[config.mk]
export PLATFORM = sky130hd
export DESIGN_NAME = lcd_refresh_scheduler_flat
export DESIGN_NICKNAME = d
export VERILOG_FILES = /design/src/rtl/lcd_refresh_scheduler_if.sv /design/src/rtl/lcd_refresh_scheduler.sv /design/src/flat_wrapper.sv
export SDC_FILE = /design/constraint.sdc
export NUM_CORES = 1
export LEC_CHECK = 0
export CAP_MARGIN = 30
export CORE_ASPECT_RATIO = 0.5
export CORE_MARGIN = 2
export CORE_UTILIZATION = 28
export CTS_CLUSTER_DIAMETER = 120
export DETAILED_ROUTE_END_ITERATION = 10
export GPL_TIMING_DRIVEN = 0
export RECOVER_POWER = 50
export SLEW_MARGIN = 20
export SYNTH_ARGS = -nofsm -noshare
export SYNTH_HDL_FRONTEND = slang
export SYNTH_SLANG_ARGS = --single-unit
[constraint.sdc]
create_clock -name clk -period 4.8 [get_ports clk]
set_input_delay 0.48 -clock clk [delete_from_list [all_inputs] [get_ports clk]]
set_output_delay 0.48 -clock clk [all_outputs]
set_load 0.05 [all_outputs]
[src/rtl/lcd_refresh_scheduler_if.sv]
// Host-side port bundle: single-entry shadow writes and the bulk-clear request.
interface lcd_refresh_scheduler_if;
  logic       wr_req;
  logic [4:0] wr_addr;
  logic [7:0] wr_data;
  logic       wr_ack;
  logic       clr_req;
  logic       clr_ack;

  modport master (
    output wr_req, wr_addr, wr_data, clr_req,
    input  wr_ack, clr_ack
  );

  modport slave (
    input  wr_req, wr_addr, wr_data, clr_req,
    output wr_ack, clr_ack
  );
endinterface

[src/rtl/lcd_refresh_scheduler.sv]
// HD44780 power-up/init sequencer followed by a continuous two-row refresh
// from a 32-byte shadow buffer that the host and a bulk clear can update.
module lcd_refresh_scheduler #(
  parameter int SETUP_CYC      = 4,
  parameter int EN_HIGH_CYC    = 20,
  parameter int CMD_WAIT_CYC   = 2000,
  parameter int CLR_WAIT_CYC   = 82000,
  parameter int PWRUP_WAIT_CYC = 750000
) (
  input  logic                          clk,
  input  logic                          rst_n,
  lcd_refresh_scheduler_if.slave        host,
  output logic                          init_done_o,
  output logic                          frame_tick_o,
  output logic                          lcd_rs_o,
  output logic                          lcd_rw_o,
  output logic                          lcd_en_o,
  output logic [7:0]                    lcd_data_o
);
  localparam logic [19:0] SETUP_M1  = 20'(SETUP_CYC - 1);
  localparam logic [19:0] EN_M1     = 20'(EN_HIGH_CYC - 1);
  localparam logic [19:0] CMD_W     = 20'(CMD_WAIT_CYC);
  localparam logic [19:0] CLR_W     = 20'(CLR_WAIT_CYC);
  localparam logic [19:0] PWRUP_M1  = 20'(PWRUP_WAIT_CYC - 1);
  localparam logic [5:0]  LAST_STEP = 6'd33;

  typedef enum logic [1:0] {TOP_PWRUP, TOP_INIT, TOP_REFRESH} top_t;
  typedef enum logic [1:0] {PH_SETUP, PH_PULSE, PH_WAIT} phase_t;

  logic [7:0]  shadow_q [32];
  logic        fill_active_q;
  logic [4:0]  fill_idx_q;
  logic        fill_on;

  top_t        top_q;
  phase_t      phase_q;
  logic [19:0] cnt_q;
  logic [5:0]  step_q;
  logic        rs_q;
  logic        en_q;
  logic [7:0]  data_q;
  logic        init_done_q;
  logic        frame_tick_q;

  logic [19:0] wait_len;
  logic        last_txn;
  logic [5:0]  next_step;
  logic [4:0]  sh_idx;
  logic [8:0]  frame_word;

  // A clear request takes the write port on the very cycle it is seen.
  assign fill_on      = fill_active_q | host.clr_req;
  assign host.clr_ack = rst_n & fill_on & (fill_idx_q == 5'd31);
  assign host.wr_ack  = rst_n & host.wr_req & ~fill_on;

  always_ff @(posedge clk or negedge rst_n) begin
    if (!rst_n) begin
      for (int i = 0; i < 32; i++) shadow_q[i] <= 8'h20;
      fill_active_q <= 1'b0;
      fill_idx_q    <= 5'd0;
    end else if (fill_on) begin
      shadow_q[fill_idx_q] <= 8'h20;
      fill_active_q        <= (fill_idx_q != 5'd31);
      fill_idx_q           <= fill_idx_q + 5'd1;
    end else if (host.wr_req) begin
      shadow_q[host.wr_addr] <= host.wr_data;
    end
  end

  function automatic logic [8:0] init_word(input logic [1:0] idx);
    case (idx)
      2'd0:    init_word = 9'h038;
      2'd1:    init_word = 9'h00C;
      2'd2:    init_word = 9'h001;
      default: init_word = 9'h006;
    endcase
  endfunction

  assign wait_len  = (!rs_q && data_q == 8'h01) ? CLR_W : CMD_W;
  assign last_txn  = (top_q == TOP_REFRESH) && (step_q == LAST_STEP);
  assign next_step = (step_q == LAST_STEP) ? 6'd0 : step_q + 6'd1;
  // Frame slots 1..16 map to row 0, slots 18..33 to row 1.
  assign sh_idx    = (next_step <= 6'd16) ? 5'(next_step - 6'd1) : 5'(next_step - 6'd2);

  always_comb begin
    frame_word = 9'h080;
    if (next_step == 6'd17) frame_word = 9'h0C0;
    else if (next_step != 6'd0) frame_word = {1'b1, shadow_q[sh_idx]};
  end

  always_ff @(posedge clk or negedge rst_n) begin
    if (!rst_n) begin
      top_q        <= TOP_PWRUP;
      phase_q      <= PH_SETUP;
      cnt_q        <= 20'd0;
      step_q       <= 6'd0;
      rs_q         <= 1'b0;
      en_q         <= 1'b0;
      data_q       <= 8'h00;
      init_done_q  <= 1'b0;
      frame_tick_q <= 1'b0;
    end else begin
      frame_tick_q <= 1'b0;
      if (top_q == TOP_PWRUP) begin
        if (cnt_q == PWRUP_M1) begin
          top_q           <= TOP_INIT;
          phase_q         <= PH_SETUP;
          step_q          <= 6'd0;
          cnt_q           <= 20'd0;
          {rs_q, data_q}  <= init_word(2'd0);
        end else begin
          cnt_q <= cnt_q + 20'd1;
        end
      end else begin
        case (phase_q)
          PH_SETUP: begin
            if (cnt_q == SETUP_M1) begin
              phase_q <= PH_PULSE;
              en_q    <= 1'b1;
              cnt_q   <= 20'd0;
            end else begin
              cnt_q <= cnt_q + 20'd1;
            end
          end
          PH_PULSE: begin
            if (cnt_q == EN_M1) begin
              phase_q      <= PH_WAIT;
              en_q         <= 1'b0;
              cnt_q        <= 20'd0;
              frame_tick_q <= last_txn && (wait_len == 20'd1);
            end else begin
              cnt_q <= cnt_q + 20'd1;
            end
          end
          default: begin
            if (cnt_q == wait_len - 20'd1) begin
              phase_q <= PH_SETUP;
              cnt_q   <= 20'd0;
              if (top_q == TOP_INIT && step_q == 6'd3) begin
                top_q          <= TOP_REFRESH;
                init_done_q    <= 1'b1;
                step_q         <= 6'd0;
                {rs_q, data_q} <= 9'h080;
              end else if (top_q == TOP_INIT) begin
                step_q         <= step_q + 6'd1;
                {rs_q, data_q} <= init_word(step_q[1:0] + 2'd1);
              end else begin
                step_q         <= next_step;
                {rs_q, data_q} <= frame_word;
              end
            end else begin
              cnt_q        <= cnt_q + 20'd1;
              // Registered, so raised one cycle ahead of the last WAIT cycle.
              frame_tick_q <= last_txn && (cnt_q + 20'd2 == wait_len);
            end
          end
        endcase
      end
    end
  end

  assign init_done_o  = init_done_q;
  assign frame_tick_o = frame_tick_q;
  assign lcd_rs_o     = rs_q;
  assign lcd_rw_o     = 1'b0;
  assign lcd_en_o     = en_q;
  assign lcd_data_o   = data_q;
endmodule
[src/flat_wrapper.sv]
// flat-port wrapper written by rule: the top's interface ports become plain ports
module lcd_refresh_scheduler_flat 
#(
  parameter int SETUP_CYC      = 4,
  parameter int EN_HIGH_CYC    = 20,
  parameter int CMD_WAIT_CYC   = 2000,
  parameter int CLR_WAIT_CYC   = 82000,
  parameter int PWRUP_WAIT_CYC = 750000
)
  (clk, rst_n, init_done_o, frame_tick_o, lcd_rs_o, lcd_rw_o, lcd_en_o, lcd_data_o, host_wr_req, host_wr_addr, host_wr_data, host_clr_req, host_wr_ack, host_clr_ack);
  lcd_refresh_scheduler_if host_i ();
  input  logic clk;
  input  logic rst_n;
  output logic init_done_o;
  output logic frame_tick_o;
  output logic lcd_rs_o;
  output logic lcd_rw_o;
  output logic lcd_en_o;
  output logic [7:0] lcd_data_o;
  input wire logic [$bits(host_i.wr_req)-1:0] host_wr_req;
  input wire logic [$bits(host_i.wr_addr)-1:0] host_wr_addr;
  input wire logic [$bits(host_i.wr_data)-1:0] host_wr_data;
  input wire logic [$bits(host_i.clr_req)-1:0] host_clr_req;
  output wire logic [$bits(host_i.wr_ack)-1:0] host_wr_ack;
  output wire logic [$bits(host_i.clr_ack)-1:0] host_clr_ack;
  assign host_i.wr_req = host_wr_req;
  assign host_i.wr_addr = host_wr_addr;
  assign host_i.wr_data = host_wr_data;
  assign host_i.clr_req = host_clr_req;
  assign host_wr_ack = host_i.wr_ack;
  assign host_clr_ack = host_i.clr_ack;
  lcd_refresh_scheduler #(.SETUP_CYC(SETUP_CYC), .EN_HIGH_CYC(EN_HIGH_CYC), .CMD_WAIT_CYC(CMD_WAIT_CYC), .CLR_WAIT_CYC(CLR_WAIT_CYC), .PWRUP_WAIT_CYC(PWRUP_WAIT_CYC)) u_core (.clk(clk), .rst_n(rst_n), .host(host_i), .init_done_o(init_done_o), .frame_tick_o(frame_tick_o), .lcd_rs_o(lcd_rs_o), .lcd_rw_o(lcd_rw_o), .lcd_en_o(lcd_en_o), .lcd_data_o(lcd_data_o));
endmodule
== After elaboration in Yosys (flattened, before gate mapping) ==
Cells that the tools add are included.

* Bits in registers: 304
* Latch bits: 0
* RAM bits: 0
* Bits in read-only memories: 0
* Bits of input ports: 17
* Output and inout port bits: 15
* Memories: 0

* Add/subtract/negate cells: 8
* $mul: 0
* Divide/modulo/power cells: 0
* Magnitude comparators: 6
* Equality and inequality tests: 23
* Shift operators: 0
* Mux-type cells: 58
* Bitwise gates (word level): 14
* Reductions and logical operators: 23

{| class="wikitable"
|+ Operators with widths
! cell !! count
|-
| $mux W256 || 2
|-
| $bwmux W256 || 1
|-
| $and A224 B224 Y224 || 1
|-
| $not A224 Y224 || 1
|-
| $mux W20 || 5
|-
| $demux W8 S5 || 2
|-
| $mux W8 || 10
|-
| $mux W6 || 7
|-
| $bmux W8 S5 || 1
|-
| $eq A20 B20 Y1 || 2
|-
| $pmux W20 S2 || 1
|-
| $or A32 B32 Y32 || 1
|-
| $add A20 B1 Y20 const B || 1
|-
| $add A20 B2 Y20 const B || 1
|-
| $eq A20 B1 Y1 const B || 1
|-
| $eq A20 B2 Y1 const B || 1
|-
| $eq A20 B20 Y1 const B || 1
|-
| $eq A20 B5 Y1 const B || 1
|-
| $mux W2 || 10
|-
| $sub A20 B1 Y20 const B || 1
|-
| $ge A6 B6 Y1 const B || 3
|-
| $mux W9 || 2
|-
| $not A5 Y6 || 3
|-
| $pmux W6 S3 || 1
|-
| other kinds (35) || 72
|}

== Longest topological paths before layout ==
Gate-level depths: netlist of the first run.

* Depth after elaboration: 15
* Gate-level depth with buffers: 17

== Worst setup path after synthesis of the first run ==
No wires, ideal clock.

* Path type: register to register
* Start: register u_core.step_q[1]
* End: register u_core.data_q[6], in the netlist u_core.lcd_data_o[6]
* Library setup time: 0.128 ns
* Arrival time: 3.438 ns
* Required time: 4.672 ns
* Path slack: 1.234 ns
* Cell stages (with the launch flop): 15
* Period minus slack after synthesis: 3.566 ns
* Cell sequence: dfrtp_1 > inv_1 > ha_1 > nand4bb_4 > o21a_1 > inv_1 > ha_1 > inv_1 > o311ai_2 > o211a_1 > buf_6 > mux4_2 > mux2_2 > o2111ai_1 > o21ai_1

* Word-level cells in the longest chain between the ends: 15
* Elaborated cells on any way between the ends: 22
* Classes of those cells: 3 x add/sub; 1 x order compare; 3 x eq/ne; 12 x mux; 1 x bitwise; 2 x reduce/logical

{| class="wikitable"
|+ RTL lines
! element !! line !! text
|-
| start, declared || lcd_refresh_scheduler.sv:38 || <nowiki>logic [5:0] step_q;</nowiki>
|-
| start signal, assigned || lcd_refresh_scheduler.sv:145 || <nowiki>step_q <= step_q + 6'd1;</nowiki>
|-
| start signal, assigned || lcd_refresh_scheduler.sv:148 || <nowiki>step_q <= next_step;</nowiki>
|-
| $add A6 B1 Y6 or $eq A6 B6 Y1 (tied branches) || lcd_refresh_scheduler.sv:81 || <nowiki>assign next_step = (step_q == LAST_STEP) ? 6'd0 : step_q + 6'd1;</nowiki>
|-
| $mux W6 || lcd_refresh_scheduler.sv:81 ||
|-
| $sub A5 B2 Y5 (tied with other cells) || lcd_refresh_scheduler.sv:83 || <nowiki>assign sh_idx = (next_step <= 6'd16) ? 5'(next_step - 6'd1) : 5'(next_step - 6'd2);</nowiki>
|-
| $mux W5 || lcd_refresh_scheduler.sv:83 ||
|-
| $not A5 Y6 (implied by the code) || lcd_refresh_scheduler.sv:88 || <nowiki>else if (next_step != 6'd0) frame_word = {1'b1, shadow_q[sh_idx]};</nowiki>
|-
| $bmux W8 S5 || lcd_refresh_scheduler.sv:88 ||
|-
| $mux W8 (implied by the code) (2 in a row) || lcd_refresh_scheduler.sv:88 ||
|-
| $mux W9 || lcd_refresh_scheduler.sv:88 ||
|-
| $mux W9 || lcd_refresh_scheduler.sv:87 || <nowiki>if (next_step == 6'd17) frame_word = 9'h0C0;</nowiki>
|-
| $mux W8 || lcd_refresh_scheduler.sv:144 || <nowiki>end else if (top_q == TOP_INIT) begin</nowiki>
|-
| $mux W8 * || lcd_refresh_scheduler.sv:139 || <nowiki>if (top_q == TOP_INIT && step_q == 6'd3) begin</nowiki>
|-
| $mux W8 * || lcd_refresh_scheduler.sv:136 || <nowiki>if (cnt_q == wait_len - 20'd1) begin</nowiki>
|-
| $mux W8 * || lcd_refresh_scheduler.sv:115 || <nowiki>case (phase_q)</nowiki>
|-
| $mux W8 * || lcd_refresh_scheduler.sv:104 || <nowiki>if (top_q == TOP_PWRUP) begin</nowiki>
|-
| end signal, assigned || lcd_refresh_scheduler.sv:110 || <nowiki>{rs_q, data_q} <= init_word(2'd0);</nowiki>
|-
| end signal, assigned || lcd_refresh_scheduler.sv:146 || <nowiki>{rs_q, data_q} <= init_word(step_q[1:0] + 2'd1);</nowiki>
|-
| end signal, assigned || lcd_refresh_scheduler.sv:149 || <nowiki>{rs_q, data_q} <= frame_word;</nowiki>
|-
| end, declared || lcd_refresh_scheduler.sv:41 || <nowiki>logic [7:0] data_q;</nowiki>
|}

Mark *: on every way between the ends. The rest lies on a longest branch, timed or not. The select of a mux whose other input is x is not followed.
A chain may end at the register's enable or synchronous reset.

== Worst setup path in the final report of the first run ==
* Start: register u_core.step_q[1]
* End: register u_core.data_q[0], in the netlist u_core.lcd_data_o[0]

The elaborated chain is that of the path after synthesis.

==> out/results.tsv, run 1 <==
stage	metric	value	unit
outcome	status	finished with violations	
outcome	violations	max-capacitance violations, max-slew violations	
worst_setup_path	r2r_cells	16	
finish	n_antenna_cell	0	
floorplan	initial_core_util	0.283	
worst_setup_path	start_kind	flop	
synthesis	synthAdderAreaFrac	0.0156	
floorplan	die_area	56300	um2
power	p_leak	7.64	nW
worst_setup_path	end_kind	flop	
worst_setup_path	r2r_slack	0.18	ns
finish	final_area	17600	um2
synthesis	synth_edf_count	0	
power	worst_ir_drop_vdd	0.242	mV
finish	drive_gt1_frac	0.112	
synthesis	ys_warn_count	0	
route	postRouteAntennaNets	0	
route	first_pass_iters	5	
worst_setup_path	cp_max_fo	11	
floorplan	rows	60	
placed_design	placed_area	16500	um2
synthesis	synth-compound-area-share	0.250	
worst_setup_path	r2r_start	u_core.step_q[1]	
synthesis	avgSynthCellArea	10.6	um2
worst_setup_path	crit_required	5.32	ns
clock_network	clockRootBuffer	clkbuf_16	
finish	synthToLayoutAreaGrowth	15.6	%
clock_network	cts.clk_slew.worst_paths	0.07	ns
sta	relSlewSlack	-0.995	
clock_network	cts_max_level	1	
floorplan	chipWidth	333	um
synthesis	synthCells	1435	
global_route	overflow	0	
sta	clock_skew	0.0184	ns
finish	fillCellCount	5398	
sta	rsz0062_at_grt	no	
synthesis	ys_ff_latch	304	
route	via_count	12700	
sta	fin_crit	4.62	ns
run	max_cap_viol_count	2	
clock_network	cts.path.max_buffers	3	
floorplan	boundaryPins	32	
placed_design	port_buffers	27	
synthesis	yosysSeqAreaShare	0.503	
sta	fin_crit_sh	0.963	
route	vias_per_cell	5.68	
worst_setup_path	critPathKind	flop to flop	
route	routed_wl	52700	um
floorplan	die_y	169	um
synthesis	synthMuxAreaShare	0.0380	
synthesis	yosys.area_share.simple	0.131	
worst_setup_path	worst_r2r_endpoint	u_core.lcd_data_o[0]	
global_route	first_global_vias	12500	
placed_design	place.gp.congestion	0.897	
route	drt-initial-drc-count	1444	
global_route	grt_first_pass_wirelength	80000	um
global_route	antenna_found_initial	0	
clock_network	cts.sinks	304	
floorplan	core	53700	um2
sta	slew_violations	153	
synthesis	async_flop_share	1.00	
finish	nNetsFinal	1537	
sta	finalSetupViolCount	0	
worst_setup_path	worst_ep_arrival_time	5.14	ns
sta	worst_slew_pin_slew	2.99	ns
synthesis	synthesis.nets	1471	
global_route	grt_max_degree	98	
route	drc_errors	0	
synthesis	synth_top_family_by_area	compound AO/OA/AOI/OAI gates	
synthesis	synthFlopType	dfrtp_1	
global_route	grt_use_total	0.185	
placed_design	hpwl	35600	um
sta	clock.fmax	0.216	GHz
clock_network	cts_setup_buffers	0	
sta	hold_violations	0	
placed_design	dp_cells	2180	
clock_network	numCtsBuffers	31	
clock_network	clkLatencyLatePin	0.60	ns
clock_network	cts_tree	yes	
synthesis	synth_xor_area_frac	0.0212	
power	power.density	350	nW/um2
synthesis	synth_area	15200	um2
worst_hold_path	hold_class	input port to async pin	
route	wl_per_cell	23.5	um
power	power.total	6.14	mW
finish	instances_no_fill	2238	
synthesis	synth.distinct_cells	87	
## cells in the mapped netlist (10+ instances only)
cell      count  area share
nand2_1     160       0.040
and3_1       35       0.014
dfstp_2      32       0.055
nor4_1       16      0.0066
xnor2_1      20       0.012
a32oi_1      10      0.0058
ha_1         19       0.016
mux2i_1      42       0.028
dfrtp_1     272        0.45
a22oi_1      34       0.017
o22ai_1      23      0.0095
nor3_1       24      0.0079
a32o_1       19       0.013
xor2_1       15      0.0086
clkbuf_1     58       0.014
nand3_1      24      0.0079
o21ai_0      22      0.0072
a22o_1      224        0.13
a21oi_1      54       0.018
inv_1        49       0.012
buf_2        15      0.0049
nor2_1       89       0.022
## sequential cells by signal, indices dropped and copies added, names as in the netlist
| register | cells |
|---|---|
| u_core.step_q | 6 |
| u_core.frame_tick_o | 1 |
| u_core.lcd_rs_o | 1 |
| u_core.fill_idx_q | 5 |
| u_core.lcd_data_o | 8 |
| u_core.top_q | 2 |
| u_core.fill_active_q | 1 |
| u_core.lcd_en_o | 1 |
| u_core.init_done_o | 1 |
| u_core.shadow_q | 256 |
| u_core.cnt_q | 20 |
| u_core.phase_q | 2 |
## cell families (layout without fill, tap and decap cells)
family,count (synthesis),after routing
flip-flops,304,304
AO/OA/AOI/OAI,470,470
multiplexers,52,52
other,1,1
adder cells (fa/ha/maj),19,19
XOR/XNOR,36,36
AND/OR/NAND/NOR,413,413
buffers and inverters,140,230
## final cells by class
cell class	count	area (um2)	area share
tap	713	892	0.0508
sequential	304	7650	0.435
timing repair buffer	33	334	0.0190
clock inverter	15	181	0.0103
clock buffer	42	887	0.0505
inverter	51	191	0.0109
multi-input combinational	991	7000	0.398
buffer	89	438	0.0249
## layer usage
metal / up-vias / track usage / wire length [um]
met3: 113 / 0.0432 / 4740
met1: 6453 / 0.262 / 23600
met2: 609 / 0.278 / 22500
li1: 5536 / - / -
met4: 0 / 0.0628 / 1820
met5: - / 0 / 0
## worst max-delay path: stages (launching register included)
cell and delay [ns]:
dfrtp_1 0.48, inv_1 0.14, ha_1 0.25, nand4bb_4 0.19, o21a_1 0.26, inv_1 0.30
ha_1 0.32, inv_1 0.12, o31ai_2 0.46, a211oi_1 0.16, or2_1 0.22, buf_2 0.25
buf_6 0.23, and3_1 0.18, o41ai_2 0.47, o221ai_1 0.32, o21ai_1 0.19
## power breakdown
part	leakage (nW)	switching (mW)	internal, mW
Combinational	3.01	0.523	0.229
Clock	0.528	1.11	1.46
Sequential	4.10	0.105	2.72
## worst max path at each step
stage | from | endpoint | slack (ns) | cells after the start
after floorplan | u_core.step_q[1] | u_core.lcd_data_o[6] | 1.23 | 14
after global placement | rst_n | u_core.cnt_q[16] | -10.21 | 1
final | u_core.step_q[1] | u_core.lcd_data_o[0] | 0.18 | 16
after CTS | u_core.step_q[1] | u_core.lcd_data_o[0] | 0.01 | 16
after global routing | u_core.step_q[1] | u_core.lcd_data_o[1] | 0.01 | 14
after detailed placement | u_core.step_q[1] | u_core.lcd_data_o[5] | -0.1 | 16
## metrics by stage
step	setup TNS [ns]	setup WS, ns	hold slack (ns)	util
finish	0	0.178	0.350	0.327
global route	0	0.0106	0.374	0.327
CTS	0	0.00971	0.362	0.328
detailed placement	-0.190	-0.0973	0.411	0.307
global placement	-2981.49	-10.21	0.457	0.305
floorplan	0	1.23	0.184	-
## repair_timing
action	4_1_cts	5_1_grt
endpoints found under the setup margin	4	6
hold buffers	1	0
pin swaps	0	1
gates resized for setup	5	13
hold endpoints to repair	35	0
## placed cells by master, fill, tap and decap left out, types with 6 or more instances in the layout
cell             instances
dfrtp_1                272
a22o_1                 224
nand2_1                160
nor2_1                  89
clkbuf_1                61
a21oi_1                 54
inv_1                   49
mux2i_1                 42
and3_1                  35
a22oi_1                 33
dfstp_2                 32
clkbuf_16               31
clkdlybuf4s50_1         26
nand3_1                 24
nor3_1                  23
o22ai_1                 23
o21ai_0                 22
xnor2_1                 20
a32o_1                  19
ha_1                    19
buf_2                   16
xor2_1                  15
nor4_1                  13
a32oi_1                 10
buf_4                    9
o2111ai_1                8
nand4_1                  8
clkinv_2                 8
o21ai_1                  7
clkbuf_8                 7
nand2b_1                 6
mux2_2                   6
o221ai_1                 6
a22oi_2                  6
Power figures use the tool's default switching activity.
==> run 2, diff against run 1 <==
- ABC_AREA: not set -> 1
==> run 2 against run 1 <==
Net effect: the run still ends with max-capacitance violations, max-slew violations left; area after synthesis is 3.0% higher; via count is 17% higher; routed wire length is 14% higher; fmax is 19% higher; critical path type unchanged; largest cell class unchanged; largest power group unchanged; highest routed layer unchanged.
==> out/results.tsv, run 2 <==
stage	metric	value	unit	change
route	wl_per_cell	21.7	um	was 23.5 um
synthesis	ys_top_cells_by_count	384 x nand2_1, 318 x nand3_1, 272 x dfrtp_1, 193 x inv_1, 160 x o21ai_0		was 272 x dfrtp_1, 224 x a22o_1, 160 x nand2_1, 89 x nor2_1, 58 x clkbuf_1
synthesis	synth_most_common_cell	nand2_1		was dfrtp_1
global_route	grt_max_degree	94		was 98
sta	rsz0062_at_grt	no		unchanged
clock_network	cts_max_level	1		unchanged
synthesis	yosysTopAreaCell	dfrtp_1		unchanged
sta	finalSetupViolCount	0		unchanged
sta	fin_crit_sh	0.807		was 0.963
global_route	overflow	0		unchanged
floorplan	initial_core_util	0.283		about the same
clock_network	clockRootBuffer	clkbuf_16		unchanged
clock_network	numCtsBuffers	31		unchanged
route	routed_wl	60100	um	was 52,700 um
finish	drive_gt1_frac	0.0866		was 0.112
outcome	status	finished with violations		unchanged
clock_network	cts.sinks	304		unchanged
worst_setup_path	worst_ep_arrival_time	4.36	ns	was 5.14 ns
finish	mostFrequentLayoutCells	384 x nand2_1, 318 x nand3_1, 272 x dfrtp_1, 193 x inv_1, 160 x o21ai_0		was 272 x dfrtp_1, 224 x a22o_1, 160 x nand2_1, 89 x nor2_1, 61 x clkbuf_1
clock_network	cts_tree	yes		unchanged
global_route	grt_use_total	0.205		was 0.185
floorplan	die_area	57900	um2	was 56,300 um2
placed_design	hpwl	42400	um	was 35,600 um
synthesis	yosysTopAreaCellShare	0.435		was 0.448
sta	relSlewSlack	-0.459		was -0.995
worst_setup_path	start_kind	flop		unchanged
clock_network	cts.clk_slew.worst_paths	0.07	ns	about the same
global_route	first_global_vias	14300		was 12.5k
worst_setup_path	path_cells	inv_1 > ha_1 > nand2_1 > inv_1 > nand3_4 > nand2_1 > ha_1 > nand3_2 > nand2_4 > nand2_4 > inv_2 > o21ai_2 > clkbuf_1 > nand3_1 > nand3_1 > nand3_1 > nand3_1 > nand2_1 > nand2_1 > nand2_1		was inv_1 > ha_1 > nand4bb_4 > o21a_1 > inv_1 > ha_1 > inv_1 > o31ai_2 > a211oi_1 > or2_1 > buf_2 > buf_6 > and3_1 > o41ai_2 > o221ai_1 > o21ai_1
route	vias_per_cell	5.36		was 5.68
synthesis	synth_area_leaders	dfrtp_1 44%, nand3_1 10%, nand2_1 9.2%		was dfrtp_1 45%, a22o_1 13%, dfstp_2 5.5%
run	max_cap_viol_count	1		was 2
global_route	grt_first_pass_wirelength	89900	um	was 80,000 um
global_route	antenna_found_initial	1		was 0
synthesis	synthesis.nets	1942		was 1,471
finish	multi_input_area	6680	um2	was 7000 um2
placed_design	port_buffers	29		was 27
clock_network	clkLatencyLatePin	0.62	ns	was 0.60 ns
worst_setup_path	max_stage_delay	0.68	ns	was 0.48 ns
route	first_pass_iters	6		was 5
worst_setup_path	cpMostUsedCell	nand2_1		was inv_1
finish	nNetsFinal	2020		was 1,537
worst_setup_path	critPathKind	flop to flop		unchanged
finish	layout_commonest_cell	nand2_1		was dfrtp_1
worst_setup_path	cp_max_fo	10		was 11
sta	slew_violations	84		was 153
synthesis	ys_warn_count	0		unchanged
route	drt-initial-drc-count	1860		was 1,444
worst_setup_path	r2r_slack	0.93	ns	was 0.18 ns
sta	fin_crit	3.87	ns	was 4.62 ns
synthesis	synth_edf_count	0		unchanged
route	postRouteAntennaNets	0		unchanged
outcome	violations	max-capacitance violations, max-slew violations		unchanged
route	via_count	14800		was 12.7k
finish	fillCellCount	5809		was 5,398
synthesis	avgSynthCellArea	8.21	um2	was 10.6 um2
power	p_leak	8.09	nW	was 7.64 nW
worst_setup_path	worst_path_max_delay_cell	clkbuf_1		was dfrtp_1
synthesis	async_flop_share	1.00		unchanged
finish	seq_area	7650	um2	unchanged
finish	fin_util	0.329		was 0.327
power	worst_ir_drop_vdd	0.273	mV	was 0.242 mV
placed_design	place.gp.congestion	1.00		was 0.897
floorplan	die_y	171	um	was 169 um
sta	worst_slack	0.926	ns	was 0.178 ns
synthesis	synth_area	15600	um2	was 15,200 um2
floorplan	core	55300	um2	was 53,700 um2
worst_setup_path	end_kind	flop		unchanged
floorplan	boundaryPins	32		unchanged
finish	largest_register_ffs	256		unchanged
sta	worst_slew_pin_slew	2.19	ns	was 2.99 ns
power	power.density	411	nW/um2	was 350 nW/um2
synthesis	ys_ff_latch	304		unchanged
sta	clock_skew	0.0270	ns	was 0.0184 ns
sta	hold_slack	0.393	ns	was 0.350 ns
synthesis	synth.distinct_cells	46		was 87
worst_setup_path	r2r_cells	20		was 16
floorplan	chipWidth	338	um	was 333 um
clock_network	cts.path.max_buffers	3		unchanged
route	drc_errors	0		unchanged
placed_design	place_ws	1.06	ns	was -0.0973 ns
worst_hold_path	hold_class	input port to async pin		unchanged
finish	synthToLayoutAreaGrowth	16.4	%	was 15.6%
floorplan	rows	61		was 60
sta	hold_violations	0		unchanged
synthesis	synthFlopType	dfrtp_1		unchanged
synthesis	synthCells	1906		was 1,435
synthesis	yosysSeqAreaShare	0.489		was 0.503
worst_setup_path	crit_required	5.28	ns	was 5.32 ns
sta	clock.fmax	0.258	GHz	was 0.216 GHz
finish	regMostFlops	u_core.shadow_q		unchanged
## run 2: cell types whose count changed after synthesis, sizes merged, moves of 19 or more
cell / previous run / this run
and3: 35 / 0
buf: 31 / 50
o21ai: 32 / 163
o211ai: 5 / 82
nand3: 24 / 322
mux2i: 42 / 0
a22o: 224 / 4
inv: 51 / 198
nand2: 160 / 392
a22oi: 39 / 4
a21oi: 55 / 17
a32o: 19 / 0
o22ai: 23 / 102
## run 2: per-layer routing
| layer | global-route usage | share of wire |
|---|---|---|
| met1 | 0.269 | 0.42 |
| met2 | 0.322 | 0.44 |
| met3 | 0.0494 | 0.10 |
| met4 | 0.0889 | 0.038 |
| met5 | 0 | 0 |
## run 2: final timing paths
| kind | startpoint | endpoint |
|---|---|---|
| worst max-delay path | u_core.step_q[1] | u_core.lcd_data_o[6] |
| worst max register to register | u_core.step_q[1] | u_core.lcd_data_o[6] |
| worst min-delay path | rst_n | u_core.shadow_q[218] |
| worst min register to register | u_core.shadow_q[253] | u_core.shadow_q[253] |
| max in group asynchronous | rst_n | u_core.cnt_q[9] |
| min in group clk | u_core.shadow_q[253] | u_core.shadow_q[253] |
## run 2: final cells by class
type                            instances  area share
Multi-Input combinational cell       1292       0.367
Timing Repair Buffer                   45      0.0267
Antenna cell                            2    0.000275
Clock inverter                         16      0.0151
Inverter                              204      0.0421
Sequential cell                       304       0.420
Tap cell                              756      0.0520
Buffer                                106      0.0309
Clock buffer                           42      0.0460
## run 2: metrics by stage
step | instance area (um2) | power, mW | cells | setup TNS (ns)
finish | 18200 | 7.49 | 2767 | 0
CTS | 18200 | 7.47 | 2761 | 0
floorplan | 15600 | 4.21 | 1906 | 0
detailed placement | 17100 | 4.75 | 2702 | 0
global route | 18200 | 7.81 | 2765 | 0
global placement | 16900 | 4.70 | 2691 | -3085.25
## run 2: what timing repair did
action                    4_1_cts  5_1_grt
hold buffers                    1        0
buffers inserted                0        0
gates resized for setup         0        0
hold endpoints to repair       56        0
## run 2: critical path, delay by kind of cell, from the launching register on
family	cells	cell delay (ns)
DFF	1	0.44
and+or+nand+nor	13	1.65
AOI/OAI and AO/OA	1	0.28
buffers and inverters	4	0.93
adders and majority gates	2	0.45
## run 2: where the power goes
part / switching [mW] / total [mW] / leakage [nW] / internal (mW)
registers: 0.237 / 3.38 / 4.02 / 3.14
logic: 0.945 / 1.38 / 3.52 / 0.438
clock network: 1.12 / 2.73 / 0.547 / 1.60
total: 2.31 / 7.49 / 8.09 / 5.18
## run 2: cell families after synthesis
| logic type | after synthesis | share of synthesized area |
|---|---|---|
| compound gates | 391 | 0.152 |
| fa+ha+maj | 19 | 0.0152 |
| xor+xnor | 29 | 0.0167 |
| flops | 304 | 0.489 |
| buf+inv | 310 | 0.0850 |
| simple gates | 852 | 0.242 |
| other cells | 1 | 0.000240 |
